==> src/rtl/hex_display_scroller.sv <==
// -----------------------------------------------------------------------------
// hex_display_scroller
//
// Drives a bank of seven-segment digits from one captured data word. The word,
// the zero flag and the display mode are captured into shadow registers on
// load, so the display stays stable between loads. The segment outputs are
// registered and recomputed every cycle from the shadow state and the current
// scroll offset. There is no combinational path from any input to any output.
//
// Modes (shadow modo):
//   00  hex, static        digit d shows nibble d, optional leading-zero blank
//   01  hex, scrolling     digit d shows nibble pos+d, pos steps on each tick
//   10  raw                one data bit per segment, zero flag after the data
//   11  blank              all digits off
//
// Ports:
//   clk      rising-edge system clock
//   reset    synchronous, active-high; overrides load
//   load     capture entrada/zero/modo into the shadow registers this edge
//   entrada  word to display (DATA_W bits)
//   zero     ALU zero flag, shown in raw mode
//   modo     display mode, see above
//   saida    segments, digit d = saida[7d+6:7d], bit s = segment s
//            (0 top, 1 upper-right, 2 lower-right, 3 bottom,
//             4 lower-left, 5 upper-left, 6 middle)
//   pos_o    current scroll offset in nibbles (debug)
// -----------------------------------------------------------------------------
module hex_display_scroller #(
   parameter  int DATA_W     = 32,
   parameter  int N_DIGITS   = 8,
   parameter  int SCROLL_DIV = 25_000_000,
   parameter  int LZ_BLANK   = 1,
   parameter  int ACTIVE_LOW = 1,
   localparam int NIB        = (DATA_W + 3) / 4,
   localparam int POS_W      = $clog2(NIB + 1)
) (
   input  logic                    clk,
   input  logic                    reset,
   input  logic                    load,
   input  logic [DATA_W-1:0]       entrada,
   input  logic                    zero,
   input  logic [1:0]              modo,
   output logic [7*N_DIGITS-1:0]   saida,
   output logic [POS_W-1:0]        pos_o
);

   typedef enum logic [1:0] {
      MODE_HEX    = 2'b00,
      MODE_SCROLL = 2'b01,
      MODE_RAW    = 2'b10,
      MODE_BLANK  = 2'b11
   } mode_t;

   localparam int SEG_W     = 7 * N_DIGITS;
   // Nibble vector wide enough for both the word and every digit position.
   localparam int WIN       = (NIB > N_DIGITS) ? NIB : N_DIGITS;
   // Raw source: data bits, then the zero flag, padded to cover every segment.
   localparam int RAW_W     = (DATA_W + 1 > SEG_W) ? DATA_W + 1 : SEG_W;
   localparam bit SCROLL_EN = (NIB > N_DIGITS);
   localparam int MAX_POS   = SCROLL_EN ? NIB - N_DIGITS : 0;
   localparam int DIV_W     = (SCROLL_DIV > 1) ? $clog2(SCROLL_DIV) : 1;
   localparam logic [SEG_W-1:0] SEG_OFF = (ACTIVE_LOW != 0) ? {SEG_W{1'b1}} : '0;

   // Active-high hex font.
   function automatic logic [6:0] hex_font(input logic [3:0] n);
      logic [6:0] f;
      case (n)
         4'h0:    f = 7'h3F;
         4'h1:    f = 7'h06;
         4'h2:    f = 7'h5B;
         4'h3:    f = 7'h4F;
         4'h4:    f = 7'h66;
         4'h5:    f = 7'h6D;
         4'h6:    f = 7'h7D;
         4'h7:    f = 7'h07;
         4'h8:    f = 7'h7F;
         4'h9:    f = 7'h6F;
         4'hA:    f = 7'h77;
         4'hB:    f = 7'h7C;
         4'hC:    f = 7'h39;
         4'hD:    f = 7'h5E;
         4'hE:    f = 7'h79;
         default: f = 7'h71;
      endcase
      return f;
   endfunction

   // Raw mode walks the segments of a digit in the order 5,0,1,2,3,4,6.
   function automatic int raw_slot_seg(input int slot);
      int s;
      case (slot)
         0:       s = 5;
         1:       s = 0;
         2:       s = 1;
         3:       s = 2;
         4:       s = 3;
         5:       s = 4;
         default: s = 6;
      endcase
      return s;
   endfunction

   // Shadow state
   logic [DATA_W-1:0] data_q;
   logic              zero_q;
   mode_t             modo_q;
   logic [POS_W-1:0]  pos_q;
   logic [DIV_W-1:0]  div_q;
   logic              tick;

   assign tick  = (div_q == DIV_W'(SCROLL_DIV - 1));
   assign pos_o = pos_q;

   // Next segment image
   logic [4*WIN-1:0] nib_vec;
   logic [4*WIN-1:0] win_vec;
   logic [RAW_W-1:0] raw_vec;
   int               top_nz;
   logic [SEG_W-1:0] lit;
   logic [SEG_W-1:0] seg_next;

   // NOTE: every signal written here gets a default first, so no path leaves
   // it unassigned and no latch is inferred.
   always_comb begin
      nib_vec               = '0;
      nib_vec[DATA_W-1:0]   = data_q;
      win_vec               = nib_vec >> {pos_q, 2'b00};
      raw_vec               = '0;
      raw_vec[DATA_W:0]     = {zero_q, data_q};
      lit                   = '0;

      // Index of the most-significant nonzero nibble (0 when the word is 0).
      top_nz = 0;
      for (int i = 0; i < NIB; i++) begin
         if (nib_vec[4*i +: 4] != 4'h0) top_nz = i;
      end

      case (modo_q)
         MODE_HEX: begin
            for (int d = 0; d < N_DIGITS; d++) begin
               if (d < NIB && (LZ_BLANK == 0 || d == 0 || d <= top_nz))
                  lit[7*d +: 7] = hex_font(nib_vec[4*d +: 4]);
            end
         end
         MODE_SCROLL: begin
            // A word that already fits shows statically, without blanking.
            for (int d = 0; d < N_DIGITS; d++) begin
               if (SCROLL_EN)
                  lit[7*d +: 7] = hex_font(win_vec[4*d +: 4]);
               else if (d < NIB)
                  lit[7*d +: 7] = hex_font(nib_vec[4*d +: 4]);
            end
         end
         MODE_RAW: begin
            // Slots past the zero flag read padding zeros; bits beyond the
            // last digit never reach a segment.
            for (int k = 0; k < SEG_W; k++)
               lit[7*(k/7) + raw_slot_seg(k%7)] = raw_vec[k];
         end
         default: ;
      endcase

      seg_next = (ACTIVE_LOW != 0) ? ~lit : lit;
   end

   // NOTE: state is updated with non-blocking assignments so every register
   // samples the values from before this edge, independent of statement order.
   always_ff @(posedge clk) begin
      if (reset) begin
         data_q <= '0;
         zero_q <= 1'b0;
         modo_q <= MODE_BLANK;
         pos_q  <= '0;
         div_q  <= '0;
         saida  <= SEG_OFF;
      end else begin
         saida <= seg_next;
         div_q <= tick ? '0 : div_q + DIV_W'(1);

         if (load) begin
            // Load beats a coincident tick: offset and divider both restart.
            data_q <= entrada;
            zero_q <= zero;
            modo_q <= mode_t'(modo);
            pos_q  <= '0;
            div_q  <= '0;
         end else if (SCROLL_EN && modo_q == MODE_SCROLL) begin
            if (tick)
               pos_q <= (pos_q == POS_W'(MAX_POS)) ? '0 : pos_q + POS_W'(1);
         end else begin
            pos_q <= '0;
         end
      end
   end

endmodule
==> config.mk <==
export PLATFORM = sky130hd
export DESIGN_NAME = hex_display_scroller
export DESIGN_NICKNAME = d
export VERILOG_FILES = /design/src/rtl/hex_display_scroller.sv
export SDC_FILE = /design/constraint.sdc
export NUM_CORES = 1
export LEC_CHECK = 0
export ABC_AREA = 1
export BUFFER_PORTS_ARGS = -buffer_cell sky130_fd_sc_hd__buf_2
export CAP_MARGIN = 10
export CORE_UTILIZATION = 62
export DETAILED_ROUTE_END_ITERATION = 6
export PLACE_DENSITY_LB_ADDON = 0.08
export SETUP_SLACK_MARGIN = 0.3
export SLEW_MARGIN = 20
export SYNTH_ARGS = -nofsm -noshare
export SYNTH_HDL_FRONTEND = slang
export SYNTH_SLANG_ARGS = --single-unit
==> constraint.sdc <==
create_clock -name clk -period 2.7 [get_ports clk]
set_clock_uncertainty 0.1 [all_clocks]
set_input_delay 0.27 -clock clk [delete_from_list [all_inputs] [get_ports clk]]
set_output_delay 0.27 -clock clk [all_outputs]
set_load 0.005 [all_outputs]
==> impl_metrics.ini, run 1 <==
[outcome]
status = finished, final reports clean

[yosys]
ys_seq_area_frac = 0.435
synth_seq_cells = 147
syn_avg_cell_area_sq_um = 7.93
synthCells = 853
yosysWarnings = 0
netlist-cell-type-count = 38
syn_area_sq_um = 6760

[cts]
clk_pin_slew_ns = 0.06
clk_latency_ns = 0.53
clock_sinks = 147
cts_buffers = 17
htreeDepth = 4
cts_tree = yes
cts-root-buf = clkbuf_8
cts_buffer_depth = 2

[power]
comb_power_share = 0.131
leakage_nw = 3.75
netSwitchingFraction = 0.249
seqPwrFrac = 0.434
peakVddDrop_mv = 0.530
p_per_area_nw_per_um2 = 700
power_switching_w = 0.00140
p_int_w = 0.00424
pwr-share-clk = 0.435

[worst_hold_path]
holdCritPathClass = input pin to flop

[worst_setup_path]
cpPeakStageDelay_ns = 0.74
cp-start-kind = flop
critPathBufInv = 2
cp_data_required_time_ns = 3.01
cp_slowest_cell = inv_1
crit_top_cell = nand2_1
worst_ep_arrival_time_ns = 2.31
worstPathMaxFanout = 29
worstPathCellList = nand2_1 > inv_1 > nand2_1 > o21ai_0 > inv_1 > nand2_1 > nand2_1
cpLargestDelayFamily = buffers and inverters
crit_path_end_kind = flop
critPathKind = flop to flop

[place]
port-buffer-count = 93
hpwlAfterDp_um = 10900
dp_cells = 1063
gp_congestion = 0.960

[floorplan]
rows = 37
dieWidth_um = 106
fp.dieH_um = 106
initial_core_util = 0.646
die-area_sq_um = 11300
ios = 98
design.core.area_sq_um = 10500

[timing]
rsz0062_at_grt = no
setup_violations = 0
fin_crit_sh = 0.740
layout_min_cycle_time_ns = 2.00
worst_slew_pin_slew_ns = 0.977
hold_viol = 0
fmax_mhz = 500
finalMaxSlewViolations = 0
setup_tns_ns = 0
maxSlewHeadroom = 0.348

[routing]
wl_per_cell_um = 14.2
ant_nets = 0
finalWirelength_um = 15800
drtIter0Drc = 350
dr.pass1.iters = 5
via_count = 5930
drc_errors = 0
viasPerCell = 5.34

[grt]
antenna_found_initial = 0
grt-ovfl-total = 0
track_usage = 0.298
grt_pass1_wl_um = 26300
grt_pass1_vias = 5690
grt_max_degree = 41

[cells_and_area]
stdcell_count = 1111
regArea_sq_um = 2940
drive_gt1_frac = 0.198
n_fill_cell = 774
multi_input_area_sq_um = 3250
post-route-util = 0.770
n_antenna_cell = 0
syn_to_final_growth_pct = 19.2
fin_nets = 1057

[flow_run]
maxCapViolCount = 0
metrics by stage:
stage	instance area [sq um]	power [W]	worst slack [ns]	hold WS, ns
2_1_floorplan	6770	0.00298	0.765	0.266
5_1_grt	8060	0.00589	0.514	0.0294
3_3_place_gp	7260	0.00316	0.528	0.269
3_5_place_dp	7260	0.00319	0.391	0.278
4_1_cts	8060	0.00565	0.713	0.00170
6_report	8060	0.00564	0.702	0.0238
cells by family after synthesis:
| logic type | count (synthesis) | share of synthesized area |
|---|---|---|
| other | 1 | 0.000555 |
| buffers and inverters | 129 | 0.0859 |
| AND/OR/NAND/NOR | 385 | 0.247 |
| adder cells (fa/ha/maj) | 56 | 0.104 |
| AO/OA/AOI/OAI | 135 | 0.128 |
| flip-flops | 147 | 0.435 |
area by class of cell:
| class | count | share of cell area |
|---|---|---|
| well taps | 136 | 0.0211 |
| flip-flops and latches | 147 | 0.365 |
| inverters | 101 | 0.0483 |
| repair buffers | 116 | 0.0844 |
| clock buffers | 23 | 0.0591 |
| clock inverters | 8 | 0.0185 |
| multi-input cells | 580 | 0.403 |
synthesized netlist by cell type (all sizes together):
| master | count | area [sq um] |
|---|---|---|
| conb | 1 | 3.75 |
| o22ai | 13 | 81.3 |
| or2 | 9 | 56.3 |
| inv | 101 | 389 |
| o211ai | 8 | 70.1 |
| nor2 | 120 | 465 |
| nand2 | 182 | 721 |
| o21bai | 8 | 60.1 |
| o21ai | 91 | 531 |
| a32o | 7 | 70.1 |
| dfxtp | 147 | 2940 |
| buf | 22 | 169 |
| nor3 | 16 | 128 |
| a21oi | 8 | 51.3 |
| ha | 56 | 701 |
| nand3 | 58 | 300 |
| clkbuf | 6 | 22.5 |
cell usage in the layout (no fill, tap or decap), types with 4 or more instances in the layout:
cell type,count
clkbuf_16,16
dfxtp_1,147
or2_0,7
ha_1,56
nor3_2,5
buf_2,93
nand2_1,169
a32o_1,7
a21oi_1,7
buf_4,6
nor2_1,115
inv_1,79
nand2_2,12
o21ai_1,39
inv_2,19
clkbuf_8,5
nand3_1,56
conb_1,4
nor2_2,4
dlygate4sd3_1,17
nor3_1,9
o22ai_1,13
o21bai_1,8
o211ai_1,6
bufinv_16,4
o21ai_2,8
o21ai_0,40
o21ai_4,4
worst min-delay path, delay by kind of cell:
kind / cells / cell delay (ns)
AND/OR/NAND/NOR: 2 / 0.21
buffers and inverters: 2 / 0.14
power groups by stage:
stage / logic (W) / clock network [W] / registers, W
floorplan: 0.000512 / 0 / 0.00247
detailed placement: 0.000700 / 0 / 0.00249
CTS: 0.000732 / 0.00248 / 0.00244
global route: 0.000836 / 0.00259 / 0.00246
finish: 0.000738 / 0.00245 / 0.00245
global placement: 0.000682 / 0 / 0.00248
final timing paths:
check / from / to / slack (ns) / depth (start not counted)
max: modo_q[1] / saida[27] / 0.70 / 7
min reg2reg: flop / saida[54] / 0.29 / 1
max reg2reg: modo_q[1] / saida[27] / 0.70 / 7
min: entrada[9] / data_q[9] / 0.02 / 4
routing by layer:
metal	GRT usage	part of all wire	wire, um
met2	0.494	0.47	7440
met4	0.148	0.030	478
met5	0	0	0
met1	0.368	0.43	6850
met3	0.0595	0.065	1030
what timing repair did:
item                                    4_1_cts  5_1_grt
endpoints found under the hold margin        21        0
hold buffers                                 17        0
resized for setup                             0        0
endpoints found under the setup margin        0        0
setup buffers                                 0        0
No activity file was read; power rests on OpenSTA's default activity.
==> inputs of run 2 (changes only) <==
--- a/config.mk
+++ b/config.mk
@@ -5,10 +5,10 @@
 export SDC_FILE = /design/constraint.sdc
 export NUM_CORES = 1
 export LEC_CHECK = 0
-export ABC_AREA = 1
+export ABC_AREA = 0
 export BUFFER_PORTS_ARGS = -buffer_cell sky130_fd_sc_hd__buf_2
 export CAP_MARGIN = 10
-export CORE_UTILIZATION = 62
+export CORE_UTILIZATION = 51
 export DETAILED_ROUTE_END_ITERATION = 6
 export PLACE_DENSITY_LB_ADDON = 0.08
 export SETUP_SLACK_MARGIN = 0.3
==> constraint.sdc (replaced) <==
create_clock -name clk -period 1.6 [get_ports clk]
set_clock_uncertainty 0.1 [all_clocks]
set_input_delay 0.16 -clock clk [delete_from_list [all_inputs] [get_ports clk]]
set_output_delay 0.16 -clock clk [all_outputs]
set_load 0.005 [all_outputs]
==> impl_metrics.ini, run 2 <==
[cells_and_area]
syn_to_final_growth_pct = 80.4
n_fill_cell = 303
layout_commonest_cell = buf_4
multi_input_area_sq_um = 4650
drive_gt1_frac = 0.705
final_area_sq_um = 11400
most-common-layout-cells = 159 x buf_4, 122 x dfxtp_1, 93 x buf_2, 86 x buf_6, 40 x ha_4
fin_nets = 1030
regArea_sq_um = 2990
post-route-util = 0.948

[routing]
wl_per_cell_um = 26.9
drtIter0Drc = 682
drc_errors = 0
dr.pass1.iters = 5
via_count = 6806
ant_nets = 0
viasPerCell = 6.09
finalWirelength_um = 30100

[worst_setup_path]
crit_start = data_q[9]
worst_ep_arrival_time_ns = 2.15
cp-endpoint = saida[7]
r2r_start = data_q[9]
r2r_slack_ns = -0.31
crit_path_end_kind = flop
worstPathMaxFanout = 7
rr_endpoint = saida[7]
cp-start-kind = flop
critPathKind = flop to flop
cp_data_required_time_ns = 1.85
r2r_cells = 4

[floorplan]
rows = 40
ios = 98
die-area_sq_um = 12900
initial_core_util = 0.525
design.core.area_sq_um = 12100
dieWidth_um = 113
fp.dieH_um = 113

[outcome]
violations = negative hold slack, negative setup slack
status = finished with violations

[timing]
finalMaxSlewViolations = 0
setup_slack_ns = -0.306
hold_viol = 5
setup_violations = 82
fmax_mhz = 525
layout_min_cycle_time_ns = 1.91
rsz0062_at_grt = yes
whs_ns = -0.0852
fin_crit_sh = 1.19

[flow_run]
maxCapViolCount = 0

[cts]
htreeDepth = 4
cts_buffer_depth = 2
hold_buffers = 3
clk_pin_slew_ns = 0.07
clk_latency_ns = 0.44
clock_sinks = 147
cts_tree = yes
cts_buffers = 17
cts-root-buf = clkbuf_16

[worst_hold_path]
hold_path_depth = 3
holdCritPathClass = input pin to flop

[power]
netSwitchingFraction = 0.292
peakVddDrop_mv = 0.648
p_int_w = 0.00766
comb_power_share = 0.240
leakage_nw = 4.63
seqPwrFrac = 0.379
p_per_area_nw_per_um2 = 946
pwr-share-clk = 0.381
power_switching_w = 0.00316

[yosys]
synth.area.top_cells = dfxtp_1 46%, ha_1 11%, mux2i_1 7.6%
netlist-cell-type-count = 49
yosysWarnings = 0
synthTopCellsByCount = 147 x dfxtp_1, 56 x ha_1, 55 x nor2_1
ys.flop_type = dfxtp_1
synth_top_area_share = 0.464
synthCells = 597
synth_seq_cells = 147
synth_edf_count = 0
yosysMostFrequentCell = dfxtp_1
syn_area_sq_um = 6340
async_flop_share = 0
syn_avg_cell_area_sq_um = 10.6
synth_top_area_cell = dfxtp_1
ys_seq_area_frac = 0.464

[grt]
antenna_found_initial = 1
grt-ovfl-total = 0
grt_pass1_vias = 6089
track_usage = 0.333
grt_max_degree = 20
grt_pass1_wl_um = 32500

[place]
hpwlAfterDp_um = 11000
port-buffer-count = 93
gp_congestion = 0.902
postPlaceCellArea_sq_um = 8210
dp_slack_ns = -0.334
[run 2: cell types whose count changed after synthesis, sizes merged, moves of 34 or more]
cell	previous run	this run
o21ai	91	0
nand2	182	24
nor2	120	60
a22oi	0	34
nand3	58	1
inv	101	43
mux2i	0	48
[run 2: final cells by class]
type,count,area share
Timing Repair Buffer,348,0.244
Tap cell,168,0.0184
Antenna cell,1,0.000219
Sequential cell,147,0.262
Inverter,44,0.0165
Clock buffer,21,0.0412
Multi-Input combinational cell,378,0.406
Clock inverter,11,0.0112
[run 2: worst min path at each step]
stage / startpoint / to / slack (ns)
6_report: entrada[29] / data_q[29] / -0.09
5_1_grt: entrada[1] / data_q[1] / -0.06
4_1_cts: entrada[9] / data_q[9] / -0.1
3_5_place_dp: flop / saida[54] / 0.25
3_3_place_gp: flop / saida[49] / 0.25
2_1_floorplan: modo[0] / modo_q[0] / 0.18
[run 2: timing repair]
| item | in CTS | in global routing |
|---|---|---|
| endpoints found under the setup margin | 112 | 113 |
| pin swaps | 90 | 76 |
| gates resized for setup | 260 | 131 |
| buffers inserted | 70 | 34 |
| hold endpoints to repair | 15 | 7 |
| cloned | 0 | 2 |
[run 2: cells by family (layout without fill, tap and decap cells)]
group,Yosys count,count (layout),synth area share
other,1,5,0.000592
adders and majority gates,56,56,0.111
buffers and inverters,75,424,0.0586
muxes,69,69,0.127
xor gates and xnor gates,7,7,0.00968
and+or+nand+nor,149,149,0.122
DFF,147,147,0.464
AOI/OAI and AO/OA,93,93,0.107
[run 2: per-stage QoR]
stage / instances / TNS [ns] / total power [W] / hold WS (ns)
CTS: 1081 / -9.12 / 0.00999 / -0.0996
finish: 1118 / -13.90 / 0.0108 / -0.0852
floorplan: 600 / -8.60 / 0.00494 / 0.182
global placement: 976 / -14.44 / 0.00550 / 0.245
global route: 1117 / -16.45 / 0.0110 / -0.0642
detailed placement: 976 / -16.21 / 0.00554 / 0.248
[run 2: worst max-delay path, cell delays in order (launching register included)]
cell and delay (ns):
dfxtp_4 0.37, or4_1 0.62, nor2_1 0.29, a31oi_4 0.21, a22oi_1 0.23
[run 2: per-layer routing]
layer / part of all wire / wire (um) / vias up / track usage
met5: 0 / 0 / - / 0
met4: 0.091 / 2730 / 0 / 0.193
met3: 0.081 / 2420 / 238 / 0.0563
met2: 0.49 / 14700 / 551 / 0.614
met1: 0.34 / 10200 / 3259 / 0.357
li1: - / - / 2758 / -
[run 2: power groups by stage]
stage | Combinational, W | Sequential, W | Clock (W)
finish | 0.00259 | 0.00410 | 0.00412
global route | 0.00268 | 0.00411 | 0.00424
CTS | 0.00196 | 0.00405 | 0.00398
detailed placement | 0.00143 | 0.00411 | 0
global placement | 0.00140 | 0.00410 | 0
floorplan | 0.000834 | 0.00410 | 0
==> inputs of run 3 (changes only) <==
--- a/config.mk
+++ b/config.mk
@@ -8,10 +8,13 @@
 export ABC_AREA = 0
 export BUFFER_PORTS_ARGS = -buffer_cell sky130_fd_sc_hd__buf_2
 export CAP_MARGIN = 10
+export CORE_MARGIN = 4
 export CORE_UTILIZATION = 51
 export DETAILED_ROUTE_END_ITERATION = 6
 export PLACE_DENSITY_LB_ADDON = 0.08
+export RECOVER_POWER = 25
 export SETUP_SLACK_MARGIN = 0.3
+export SKIP_LAST_GASP = 1
 export SLEW_MARGIN = 20
 export SYNTH_ARGS = -nofsm -noshare
 export SYNTH_HDL_FRONTEND = slang
==> impl_metrics.ini, run 3 (synthesized netlist as in run 2, its figures left out) <==
[outcome]
status = finished with violations
violations = negative hold slack, negative setup slack

[cells_and_area]
stdcell_count = 1127
syn_to_final_growth_pct = 79.3
drive_gt1_frac = 0.713
post-route-util = 0.938
most-common-layout-cells = 188 x buf_4, 121 x dfxtp_1, 97 x buf_2, 65 x buf_6, 40 x ha_4
n_fill_cell = 354
layout_commonest_cell = buf_4
fin_nets = 1042
final_area_sq_um = 11400

[floorplan]
initial_core_util = 0.523
design.core.area_sq_um = 12100
fp.dieH_um = 119
die-area_sq_um = 14300
ios = 98
rows = 40
dieWidth_um = 119

[cts]
cts_tree = yes
htreeDepth = 4
hold_buffers = 3
clk_latency_ns = 0.44
cts_buffer_depth = 2
clock_sinks = 147
clk_pin_slew_ns = 0.07
cts_buffers = 17
cts-root-buf = clkbuf_16

[power]
p_int_w = 0.00764
comb_power_share = 0.239
power_switching_w = 0.00294
pwr-share-clk = 0.375
p_per_area_nw_per_um2 = 932
netSwitchingFraction = 0.278
peakVddDrop_mv = 0.714
seqPwrFrac = 0.386
leakage_nw = 4.67

[routing]
wl_per_cell_um = 24.9
ant_nets = 0
finalWirelength_um = 28100
dr.pass1.iters = 5
drc_errors = 0
via_count = 6548
viasPerCell = 5.81
drtIter0Drc = 657

[grt]
grt-ovfl-total = 0
antenna_found_initial = 1
grt_pass1_wl_um = 32800
track_usage = 0.294
grt_pass1_vias = 6342
grt_max_degree = 22

[worst_setup_path]
r2r_cells = 4
worst_ep_arrival_time_ns = 2.17
cp_data_required_time_ns = 1.84
cp-endpoint = saida[7]
critPathKind = flop to flop
crit_path_end_kind = flop
cp-start-kind = flop
rr_endpoint = saida[7]
crit_start = data_q[28]
r2r_slack_ns = -0.33
worstPathMaxFanout = 7
r2r_start = data_q[28]

[timing]
hold_viol = 1
layout_min_cycle_time_ns = 1.93
setup_slack_ns = -0.329
setup_violations = 89
rsz0062_at_grt = yes
whs_ns = -0.0518
finalMaxSlewViolations = 0
fmax_mhz = 518
fin_crit_sh = 1.21

[place]
postPlaceCellArea_sq_um = 8350
dp_slack_ns = -0.386
port-buffer-count = 93
dp_cells = 991
hpwlAfterDp_um = 11200
gp_congestion = 0.906

[worst_hold_path]
holdCritPathClass = input pin to flop

[flow_run]
maxCapViolCount = 0
## run 3: cell count changes in the layout (fill, tap and decap cells not counted), sizes merged
cell,change
inv,-1
buf,+13
diode,+1
clkinvlp,-6
clkinv,+2
## run 3: layout make-up
class / instances / area, sq um / share of cell area
clock inverters: 6 / 80.1 / 0.00705
diodes: 2 / 5.00 / 0.000440
flip-flops and latches: 147 / 2990 / 0.263
clock buffers: 22 / 484 / 0.0426
repair buffers: 360 / 2800 / 0.246
inverters: 44 / 190 / 0.0167
well taps: 168 / 210 / 0.0185
multi-input cells: 378 / 4600 / 0.405
## run 3: how the worst min path moves through the flow
| stage | start | endpoint | slack [ns] | cells after the start |
|---|---|---|---|---|
| floorplan | modo[0] | modo_q[0] | 0.18 | 1 |
| global placement | flop | saida[52] | 0.25 | 1 |
| detailed placement | flop | saida[53] | 0.25 | 1 |
| CTS | entrada[9] | data_q[9] | -0.10 | 3 |
| global route | entrada[9] | data_q[9] | -0.02 | 3 |
| finish | entrada[9] | data_q[9] | -0.05 | 3 |
## run 3: power by group through the flow
stage / combinational (W) / clock, W / sequential, W
4_1_cts: 0.00199 / 0.00388 / 0.00405
2_1_floorplan: 0.000834 / 0 / 0.00410
5_1_grt: 0.00262 / 0.00408 / 0.00410
6_report: 0.00253 / 0.00397 / 0.00409
3_3_place_gp: 0.00144 / 0 / 0.00410
3_5_place_dp: 0.00148 / 0 / 0.00411
## run 3: per-stage QoR
step	TNS [ns]	total power, W
final	-14.46	0.0106
after global routing	-17.21	0.0108
after CTS	-7.56	0.00991
after detailed placement	-17.88	0.00558
after global placement	-14.65	0.00554
after floorplan	-8.60	0.00494
## run 3: worst max-delay path, stage by stage, from the launching register on
cell,delay (ns)
dfxtp_2,0.32
or4_4,0.54
and4bb_4,0.43
a31oi_4,0.19
a22oi_1,0.24
## run 3: per-layer routing
| layer | GRT usage | vias to the layer above | part of all wire |
|---|---|---|---|
| li1 | - | 2771 | - |
| met1 | 0.323 | 3180 | 0.36 |
| met2 | 0.525 | 431 | 0.51 |
| met3 | 0.0598 | 166 | 0.059 |
| met4 | 0.163 | 0 | 0.068 |
| met5 | 0 | - | 0 |
## run 3: timing repair
| action | in CTS | in global routing |
|---|---|---|
| buffers inserted | 77 | 22 |
| pin swaps | 85 | 62 |
| cloned | 2 | 2 |
| endpoints found under the setup margin | 114 | 115 |
| hold endpoints to repair | 9 | 4 |
| gates resized for setup | 231 | 138 |
